[src/rtl/mc_control_unit_pkg.sv]
// ---------------------------------------------------------------------------
// mc_control_unit_pkg
// Shared types for the multi-cycle RV32I control unit: FSM state encodings,
// instruction class codes (also the aluop values), RV32I opcode constants and
// the opcode decoder used in the DECODE state.
// ---------------------------------------------------------------------------
package mc_control_unit_pkg;

    typedef enum logic [2:0] {
        S_FETCH  = 3'd0,
        S_DECODE = 3'd1,
        S_EXEC   = 3'd2,
        S_MEM    = 3'd3,
        S_WB     = 3'd4,
        S_TRAP   = 3'd5
    } state_t;

    typedef enum logic [2:0] {
        NOP    = 3'd0,
        R_TYPE = 3'd1,
        I_TYPE = 3'd2,
        LOAD   = 3'd3,
        STORE  = 3'd4,
        BRANCH = 3'd5,
        JUMP   = 3'd6,
        U_TYPE = 3'd7
    } cls_t;

    localparam logic [6:0] OP_R      = 7'b0110011;
    localparam logic [6:0] OP_I      = 7'b0010011;
    localparam logic [6:0] OP_LOAD   = 7'b0000011;
    localparam logic [6:0] OP_STORE  = 7'b0100011;
    localparam logic [6:0] OP_BRANCH = 7'b1100011;
    localparam logic [6:0] OP_JAL    = 7'b1101111;
    localparam logic [6:0] OP_JALR   = 7'b1100111;
    localparam logic [6:0] OP_LUI    = 7'b0110111;
    localparam logic [6:0] OP_AUIPC  = 7'b0010111;

    // Everything the unit needs to remember about the instruction after DECODE.
    typedef struct packed {
        cls_t cls;
        logic is_jalr;
        logic is_lui;
    } decode_t;

    // Unsupported opcodes decode to class NOP; no legal opcode maps there,
    // so NOP doubles as the "illegal" marker.
    function automatic decode_t decode_op(input logic [6:0] op);
        decode_t d;
        d.cls     = NOP;
        d.is_jalr = 1'b0;
        d.is_lui  = 1'b0;
        case (op)
            OP_R:      d.cls = R_TYPE;
            OP_I:      d.cls = I_TYPE;
            OP_LOAD:   d.cls = LOAD;
            OP_STORE:  d.cls = STORE;
            OP_BRANCH: d.cls = BRANCH;
            OP_JAL:    d.cls = JUMP;
            OP_JALR: begin
                d.cls     = JUMP;
                d.is_jalr = 1'b1;
            end
            OP_LUI: begin
                d.cls    = U_TYPE;
                d.is_lui = 1'b1;
            end
            OP_AUIPC:  d.cls = U_TYPE;
            default:   d.cls = NOP;
        endcase
        return d;
    endfunction

endpackage

[src/rtl/mc_control_unit_if.sv]
// ---------------------------------------------------------------------------
// mc_control_unit_if
// Memory request handshake between the control unit and the memory.
//   mem_req   : access request (control unit -> memory)
//   memwrite  : the access is a write (control unit -> memory)
//   mem_ready : access complete this cycle (memory -> control unit)
// ---------------------------------------------------------------------------
interface mc_control_unit_if;
    logic mem_req;
    logic memwrite;
    logic mem_ready;

    modport master (output mem_req, output memwrite, input mem_ready);
    modport slave  (input mem_req, input memwrite, output mem_ready);
endinterface

[src/rtl/mc_wait_ctr.sv]
// ---------------------------------------------------------------------------
// mc_wait_ctr
// Memory wait timer. With MEM_LATENCY=0, done is mem_ready passed through.
// With MEM_LATENCY=N>0, a counter advances while en is high and done rises
// when it reaches N-1, so an access lasts exactly N cycles.
//   clk, rst  : clock, synchronous active-high reset
//   clr       : clear the counter (access finished)
//   en        : an access is in progress
//   mem_ready : memory handshake, used only when MEM_LATENCY=0
//   done      : access complete this cycle (caller qualifies with en)
// ---------------------------------------------------------------------------
module mc_wait_ctr #(
    parameter int MEM_LATENCY = 0
) (
    input  logic clk,
    input  logic rst,
    input  logic clr,
    input  logic en,
    input  logic mem_ready,
    output logic done
);

    localparam int CTR_W = (MEM_LATENCY < 1) ? 1 : $clog2(MEM_LATENCY + 1);

    generate
        if (MEM_LATENCY == 0) begin : g_ready
            logic unused_ctl;
            assign unused_ctl = &{1'b0, clk, rst, clr, en};
            assign done       = mem_ready;
        end else begin : g_count
            logic [CTR_W-1:0] cnt_q;
            logic             unused_rdy;

            // NOTE: sequential state uses non-blocking assignments so every
            // flop samples pre-edge values regardless of block ordering.
            // Cleared on every access exit, so it never counts past N-1.
            always_ff @(posedge clk) begin
                if (rst || clr) begin
                    cnt_q <= '0;
                end else if (en) begin
                    cnt_q <= cnt_q + CTR_W'(1);
                end
            end

            assign done       = (cnt_q == CTR_W'(MEM_LATENCY - 1));
            assign unused_rdy = mem_ready;
        end
    endgenerate

endmodule

[src/rtl/mc_control_unit.sv]
// ---------------------------------------------------------------------------
// mc_control_unit
// Multi-cycle RV32I control unit. Sequences each instruction through
// FETCH/DECODE/EXEC/MEM/WB, stalling on memory, and traps on unsupported
// opcodes until reset.
//   clk, rst     : clock, synchronous active-high reset
//   mem          : memory handshake (mem_req, memwrite out; mem_ready in)
//   opcode       : ir[6:0], sampled in DECODE
//   branch_taken : branch comparison, used in EXEC
//   pc_write, ir_write, regwrite, memtoreg, alusrc1, alusrc2, lui, pcsrc,
//   jump, branch : datapath enables/selects
//   aluop        : instruction class code
//   state        : current FSM state (debug)
//   illegal      : sticky unsupported-opcode flag
// ---------------------------------------------------------------------------
module mc_control_unit
    import mc_control_unit_pkg::*;
#(
    parameter int MEM_LATENCY = 0,
    parameter int ALUOP_W     = 3
) (
    input  logic                   clk,
    input  logic                   rst,
    mc_control_unit_if.master      mem,
    input  logic [6:0]             opcode,
    input  logic                   branch_taken,
    output logic                   pc_write,
    output logic                   ir_write,
    output logic                   regwrite,
    output logic                   memtoreg,
    output logic                   alusrc1,
    output logic                   alusrc2,
    output logic                   lui,
    output logic                   pcsrc,
    output logic                   jump,
    output logic                   branch,
    output logic [ALUOP_W-1:0]     aluop,
    output logic [2:0]             state,
    output logic                   illegal
);

    state_t  st_q;
    decode_t dec_q;
    decode_t dec_d;
    logic    illegal_q;
    logic    in_access;
    logic    done;
    logic    access_done;

    assign dec_d       = decode_op(opcode);
    assign in_access   = !rst && (st_q == S_FETCH || st_q == S_MEM);
    assign access_done = in_access && done;

    mc_wait_ctr #(.MEM_LATENCY(MEM_LATENCY)) u_wait_ctr (
        .clk       (clk),
        .rst       (rst),
        .clr       (access_done),
        .en        (in_access),
        .mem_ready (mem.mem_ready),
        .done      (done)
    );

    always_ff @(posedge clk) begin
        if (rst) begin
            st_q      <= S_FETCH;
            dec_q     <= '{cls: NOP, is_jalr: 1'b0, is_lui: 1'b0};
            illegal_q <= 1'b0;
        end else begin
            case (st_q)
                S_FETCH: if (access_done) st_q <= S_DECODE;
                S_DECODE: begin
                    dec_q <= dec_d;
                    if (dec_d.cls != NOP) begin
                        st_q <= S_EXEC;
                    end else begin
                        st_q      <= S_TRAP;
                        illegal_q <= 1'b1;
                    end
                end
                S_EXEC: begin
                    case (dec_q.cls)
                        LOAD, STORE: st_q <= S_MEM;
                        BRANCH:      st_q <= S_FETCH;
                        default:     st_q <= S_WB;
                    endcase
                end
                S_MEM: if (access_done) st_q <= (dec_q.cls == LOAD) ? S_WB : S_FETCH;
                S_WB:   st_q <= S_FETCH;
                S_TRAP: st_q <= S_TRAP;
                default: st_q <= S_FETCH;
            endcase
        end
    end

    // Outputs decode registered state and class; branch_taken and the
    // access-complete signal feed through because the pulses must land in
    // the same cycle. Reset forces every output low.
    always_comb begin
        // NOTE: every output gets a default first so no path infers a latch.
        pc_write     = 1'b0;
        ir_write     = 1'b0;
        regwrite     = 1'b0;
        memtoreg     = 1'b0;
        alusrc1      = 1'b0;
        alusrc2      = 1'b0;
        lui          = 1'b0;
        pcsrc        = 1'b0;
        jump         = 1'b0;
        branch       = 1'b0;
        aluop        = '0;
        state        = S_FETCH;
        illegal      = 1'b0;
        mem.mem_req  = 1'b0;
        mem.memwrite = 1'b0;
        if (!rst) begin
            state   = st_q;
            illegal = illegal_q;
            // Class-static selects live from EXEC until the instruction ends.
            if (st_q == S_EXEC || st_q == S_MEM || st_q == S_WB) begin
                aluop    = ALUOP_W'(dec_q.cls);
                alusrc2  = dec_q.cls inside {I_TYPE, LOAD, STORE, U_TYPE};
                alusrc1  = (dec_q.cls == JUMP);
                memtoreg = (dec_q.cls == LOAD);
                lui      = dec_q.is_lui;
                pcsrc    = dec_q.is_jalr;
            end
            case (st_q)
                S_FETCH: begin
                    mem.mem_req = 1'b1;
                    ir_write    = access_done;
                    pc_write    = access_done;
                end
                S_EXEC: begin
                    if (dec_q.cls == BRANCH) begin
                        branch   = 1'b1;
                        pc_write = branch_taken;
                    end
                end
                S_MEM: begin
                    mem.mem_req  = 1'b1;
                    mem.memwrite = (dec_q.cls == STORE);
                end
                S_WB: begin
                    regwrite = 1'b1;
                    if (dec_q.cls == JUMP) begin
                        jump     = 1'b1;
                        pc_write = 1'b1;
                    end
                end
                default: ;
            endcase
        end
    end

endmodule

[src/flat_wrapper.sv]
// flat-port wrapper written by rule: the top's interface ports become plain ports
module mc_control_unit_flat import mc_control_unit_pkg::*;
#(
    parameter int MEM_LATENCY = 0,
    parameter int ALUOP_W     = 3
)
  (clk, rst, opcode, branch_taken, pc_write, ir_write, regwrite, memtoreg, alusrc1, alusrc2, lui, pcsrc, jump, branch, aluop, state, illegal, mem_mem_req, mem_memwrite, mem_mem_ready);
  mc_control_unit_if mem_i ();
  input  logic clk;
  input  logic rst;
  input  logic [6:0] opcode;
  input  logic branch_taken;
  output logic pc_write;
  output logic ir_write;
  output logic regwrite;
  output logic memtoreg;
  output logic alusrc1;
  output logic alusrc2;
  output logic lui;
  output logic pcsrc;
  output logic jump;
  output logic branch;
  output logic [ALUOP_W-1:0] aluop;
  output logic [2:0] state;
  output logic illegal;
  output wire logic [$bits(mem_i.mem_req)-1:0] mem_mem_req;
  output wire logic [$bits(mem_i.memwrite)-1:0] mem_memwrite;
  input wire logic [$bits(mem_i.mem_ready)-1:0] mem_mem_ready;
  assign mem_mem_req = mem_i.mem_req;
  assign mem_memwrite = mem_i.memwrite;
  assign mem_i.mem_ready = mem_mem_ready;
  mc_control_unit #(.MEM_LATENCY(MEM_LATENCY), .ALUOP_W(ALUOP_W)) u_core (.clk(clk), .rst(rst), .mem(mem_i), .opcode(opcode), .branch_taken(branch_taken), .pc_write(pc_write), .ir_write(ir_write), .regwrite(regwrite), .memtoreg(memtoreg), .alusrc1(alusrc1), .alusrc2(alusrc2), .lui(lui), .pcsrc(pcsrc), .jump(jump), .branch(branch), .aluop(aluop), .state(state), .illegal(illegal));
endmodule
[config.mk]
export PLATFORM = sky130hd
export DESIGN_NAME = mc_control_unit_flat
export DESIGN_NICKNAME = d
export VERILOG_FILES = /design/src/rtl/mc_control_unit_pkg.sv /design/src/rtl/mc_control_unit_if.sv /design/src/rtl/mc_wait_ctr.sv /design/src/rtl/mc_control_unit.sv /design/src/flat_wrapper.sv
export SDC_FILE = /design/constraint.sdc
export NUM_CORES = 1
export LEC_CHECK = 0
export CAP_MARGIN = 20
export CORE_MARGIN = 4
export CORE_UTILIZATION = 36
export DETAILED_ROUTE_END_ITERATION = 8
export PLACE_DENSITY = 0.67
export RECOVER_POWER = 100
export SYNTH_ARGS = -nofsm -noshare
export SYNTH_HDL_FRONTEND = slang
export SYNTH_SLANG_ARGS = --single-unit
[constraint.sdc]
create_clock -name clk -period 3.75 [get_ports clk]
set_input_delay 0.75 -clock clk [delete_from_list [all_inputs] [get_ports clk]]
set_output_delay 0.75 -clock clk [all_outputs]
set_load 0.01 [all_outputs]
# ---- After elaboration in Yosys (flattened, before gate mapping)
# Index checks and enable logic that the tools add are counted.
dict set report totals {
  out_inout_bits 19
  reg_bits 9
  elab_cells 83
  inputBits 11
}
dict set report op_classes {
  n_bitwise 1
  n_eq_ne 22
  n_reduce_logical 15
  n_mux 40
}
# op n
set ops {}
lappend ops {{$mux 1} 29}
lappend ops {{$eq 7x6->1 const B} 3}
lappend ops {{$eq 7x7->1 const B} 3}
lappend ops {{$mux 3} 7}
lappend ops {{$pmux 3 s7} 1}
lappend ops {{$eq 3x3->1 const B} 6}
lappend ops {{$pmux 3 s5} 1}
lappend ops {{$eq 7x5->1 const B} 2}
lappend ops {{$eq 3x2->1 const B} 4}
lappend ops {{$reduce_or 2->1} 4}
lappend ops {{$eq 7x2->1 const B} 1}
lappend ops {{$pmux 3 s2} 1}
lappend ops {{$ne 2x1->1 const B} 2}
lappend ops {{$reduce_and 2->1} 2}
lappend ops {{$reduce_bool 4->1} 1}
lappend ops {{$eq 3x1->1 const B} 1}
lappend ops {{$logic_not 3->1} 1}
lappend ops {{$logic_or 1x1->1} 3}
lappend ops {{$pmux 1 s3} 1}
lappend ops {{$reduce_bool 3->1} 1}
lappend ops {{$logic_and 1x1->1} 2}
lappend ops {{$logic_not 1->1} 1}
lappend ops {{$not 1->1} 1}

# ---- Logic depth before layout (Yosys ltp)
dict set report depth {
  word_depth 6
  depth_mapped 5
  ltp_nobuf 4
}

# ---- By module
# A second synthesis with hierarchy kept.
dict set report unflattened {
  cells_unflattened 112
  hier_area_um2 823.3
}
# mod area_per_inst_um2 cells_per_inst instances
set by_module_without_submodules {}
lappend by_module_without_submodules {mc_control_unit 815.8 111 1}
lappend by_module_without_submodules {mc_wait_ctr 7.5 1 1}

# ---- Worst setup path before layout
# OpenSTA, ideal clock, no wires.
dict set report synth_timing {
  kind {in2out}
  start {in rst}
  end {out pc_write}
  slack_ps 1339
  cell_stages 4
  t_arrival_ps 1661
  cell_sequence {or4_1 > nor2_1 > nor2_1 > a21oi_1}
}
dict set report synth_between {
  elab_chain_len 5
}
# item line
set synth_lines {}
lappend synth_lines {{start: declaration} flat_wrapper.sv:10} ;# input logic rst;
lappend synth_lines {{$logic_not 1->1} n/a}
lappend synth_lines {{$logic_and 1x1->1} mc_control_unit.sv:51} ;# assign in_access = !rst && (st_q == S_FETCH || st_q == S_MEM);
lappend synth_lines {{$logic_and 1x1->1} mc_control_unit.sv:52} ;# assign access_done = in_access && done;
lappend synth_lines {{$pmux 1 s3} mc_control_unit.sv:127} ;# case (st_q)
lappend synth_lines {{$mux 1 (*)} mc_control_unit.sv:115} ;# if (!rst) begin
lappend synth_lines {{end: declaration} flat_wrapper.sv:13} ;# output logic pc_write;
# Every way passes the cells marked *; elsewhere a longest branch is shown, timed or not.

# ---- Worst setup path in the final report
dict set report layout_timing {
  start {in rst}
  end {out memtoreg}
}
dict set report layout_between {
  elab_chain_len 1
}
# item line
set layout_lines {}
lappend layout_lines {{$mux 1} mc_control_unit.sv:115}
lappend layout_lines {{end: declaration} flat_wrapper.sv:16} ;# output logic memtoreg;
# No other way between the ends.

==> key figures <==
Global routing
  • Initial antenna violation count: 0
  • Largest net degree at the start of global routing: 21
  • GR Util All Layers: 0.145
  • Global route overflow: 0
  • First-pass GRT wire length: 3190 um
  • Vias in the first global route: approximately 760

Finish
  • Area grow syn2layout: 42.3%
  • Layout cell share with drive strength beyond 1: 0.0451
  • Final #Nets: 145
  • Final instance area: approximately 1100 um^2
  • ANT cells: 0
  • Fin cells: 160

Timing
  • Worst clock skew: roughly 4.8 ps
  • Tightest Pin Transition: 398 ps
  • Worst hold slack: 452 ps
  • Max-slew violation count: 0
  • Tcrit/Tclk final: 0.877
  • Max-slew headroom: 0.734
  • Fmax: about 300 MHz
  • Min Clock Period, post-route: 3290 ps
  • Hold Vio Cnt, Final: 0
  • Final setup vio count: 0
  • RSZ-0062 raised after global routing: false
  • Setup TNS Final: 0 ps

Clock network
  • CTS tree: done
  • Clock-pin slew on the worst setup and hold paths: 70 ps
  • Worst-Skew Late Latency: 250 ps
  • Root buf cell: clkbuf_4
  • Clk buf depth: 2
  • # Post-CTS Setup Buffers: 0
  • Total CTS buffers: 3
  • Clk sinks: 9
  • Cts hold-fix bufs: 0
  • # resized after CTS: 0
  • # H-tree levels: 1

Floorplanning
  • Die footprint: 2930 um^2
  • Row cnt: 16
  • Total I/O pin count: 30
  • Core region area: 1980 um^2
  • Die width: 54.1 um
  • Die height: 54.1 um
  • Initial Util: 0.386

Yosys
  • Top cell type's share of synthesized area: 0.235
  • Largest area contributor in the netlist: dfxtp_1
  • Commonest cells post-synth: nor2_1, a21oi_1, dfxtp_1
  • Post-synthesis sequential area ratio: 0.235
  • Register bit count reported by yosys: 9
  • Yosys warns: 0
  • Top post-synthesis cells by area: dfxtp_1, nor2_1, a21oi_1, and2_1, nor2b_1
  • Synth async-reset ratio: 0
  • Number of distinct library cells after synthesis: 37
  • Post-synth EDFFs: 0
  • Cell count after synthesis: around 110
  • Synth Flop Type: dfxtp_1
  • Synthesized area per cell: 7.22 um^2
  • Net Count, Synth: 117
  • Cell area after synthesis: around 770 um^2
  • Most instantiated library cell after synthesis: nor2_1

Setup path
  • Reg2reg setup slack: 1930 ps
  • Worst flop-to-flop path startpoint: u_core.st_q[0]$_SDFFE_PP0P_
  • Required time of the critical path: approximately 3000 ps
  • Setup crit end kind: primary output
  • WP data arrival: about 2500 ps
  • Cells on worst reg2reg path: 3
  • R2r endpoint: u_core.dec_q[0]$_SDFFE_PP0N_
  • Setup crit start kind: primary input
  • Critical path class: primary input to primary output
  • Worst Path Max Fanout: 20

Place
  • Placed Instances: about 160
  • HPWL after DPL: 1500 um
  • Gpl congestion: 0.750
  • Placed Instance Area: 1070 um^2
  • Port Buffers: 29

Routing
  • Drt pass-1 iters: 4
  • Antenna-violating nets left: 0
  • Wirelength per Cell: around 12 um
  • DR DRC count: 0
  • DR vias/cell: 5.33
  • DR vias: about 850
  • DR iter-0 viols: 11
  • Final wirelength: 1930 um

Min path
  • Worst hold path startpoint: u_core.dec_q[0]$_SDFFE_PP0N_
  • WHS Endpoint: u_core.dec_q[0]$_SDFFE_PP0N_
  • Hold Path Depth: 2
  • Hold Path Class: flop to flop

Power
  • Pwr/cell area: 238 nW/um^2
  • Maximum VDD drop: 219 uV
  • Static leakage: about 0.42 nW

Status
  • Status: completed

Job
  • Max Cap Violations: 0
==> routing by layer <==
metal / global-route usage / vias to the layer above / wire [um]
li1: - / 441 / -
met1: 0.173 / 382 / 909
met2: 0.249 / 25 / 868
met3: 0.0222 / 4 / 112
met4: 0.0747 / 0 / 38
met5: 0 / - / 0
==> where the power goes <==
part | leakage, nW | total, mW | switching, mW | internal [mW]
Sequential | 0.0734 | 0.112 | 0.0103 | 0.102
Clock | 0.0150 | 0.0741 | 0.0332 | 0.0409
Combinational | 0.328 | 0.0738 | 0.0365 | 0.0373
==> registers in the layout, indices dropped and copies added (netlist names) <==
signal and count:
u_core.dec_q 5, u_core.illegal_q 1, u_core.st_q 3
==> cells by family after synthesis <==
logic type | synth area share
buffers and inverters | 0.0539
DFF | 0.235
AOI/OAI and AO/OA | 0.253
xor gates and xnor gates | 0.0343
and+or+nand+nor | 0.423
==> cell usage in the layout (no fill, tap or decap), types with 4 or more instances in the layout <==
cell              n
dfxtp_1           9
nand2b_1          4
dlygate4sd3_1    16
nor3_1            4
nor2_1           16
clkdlybuf4s50_1  13
a21oi_1          12
nor2b_1           5
==> cell type report <==
cell class                      instances  area (um^2)
Fill cell                             186          892
Multi-Input combinational cell         87          541
Timing Repair Buffer                   30          298
Sequential cell                         9          180
Tap cell                               27         33.8
Clock buffer                            4         26.3
Inverter                                3         11.3
==> how the worst max path moves through the flow <==
stage | startpoint | to | slack (ps) | depth (start not counted)
2_1_floorplan | rst | pc_write | 1340 | 4
3_3_place_gp | rst | pc_write | 580 | 6
3_5_place_dp | rst | pc_write | 560 | 6
4_1_cts | u_core.st_q[2]$_SDFFE_PP0P_ | memtoreg | 550 | 5
5_1_grt | u_core.st_q[2]$_SDFFE_PP0P_ | memtoreg | 240 | 5
6_report | rst | memtoreg | 460 | 6
==> critical path, cell delays in order <==
cell	delay, ps
clkdlybuf4s50_1	410
buf_4	200
a21oi_1	290
and2_0	190
and3_1	150
clkdlybuf4s50_1	530
==> metrics by stage <==
step           worst slack (ps)  power (mW)   util
2_1_floorplan              1340       0.159      -
3_3_place_gp                581       0.190  0.539
3_5_place_dp                555       0.191  0.539
4_1_cts                     553       0.265  0.552
5_1_grt                     242       0.279  0.550
6_report                    460       0.260  0.550
Power figures use the tool's default switching activity.
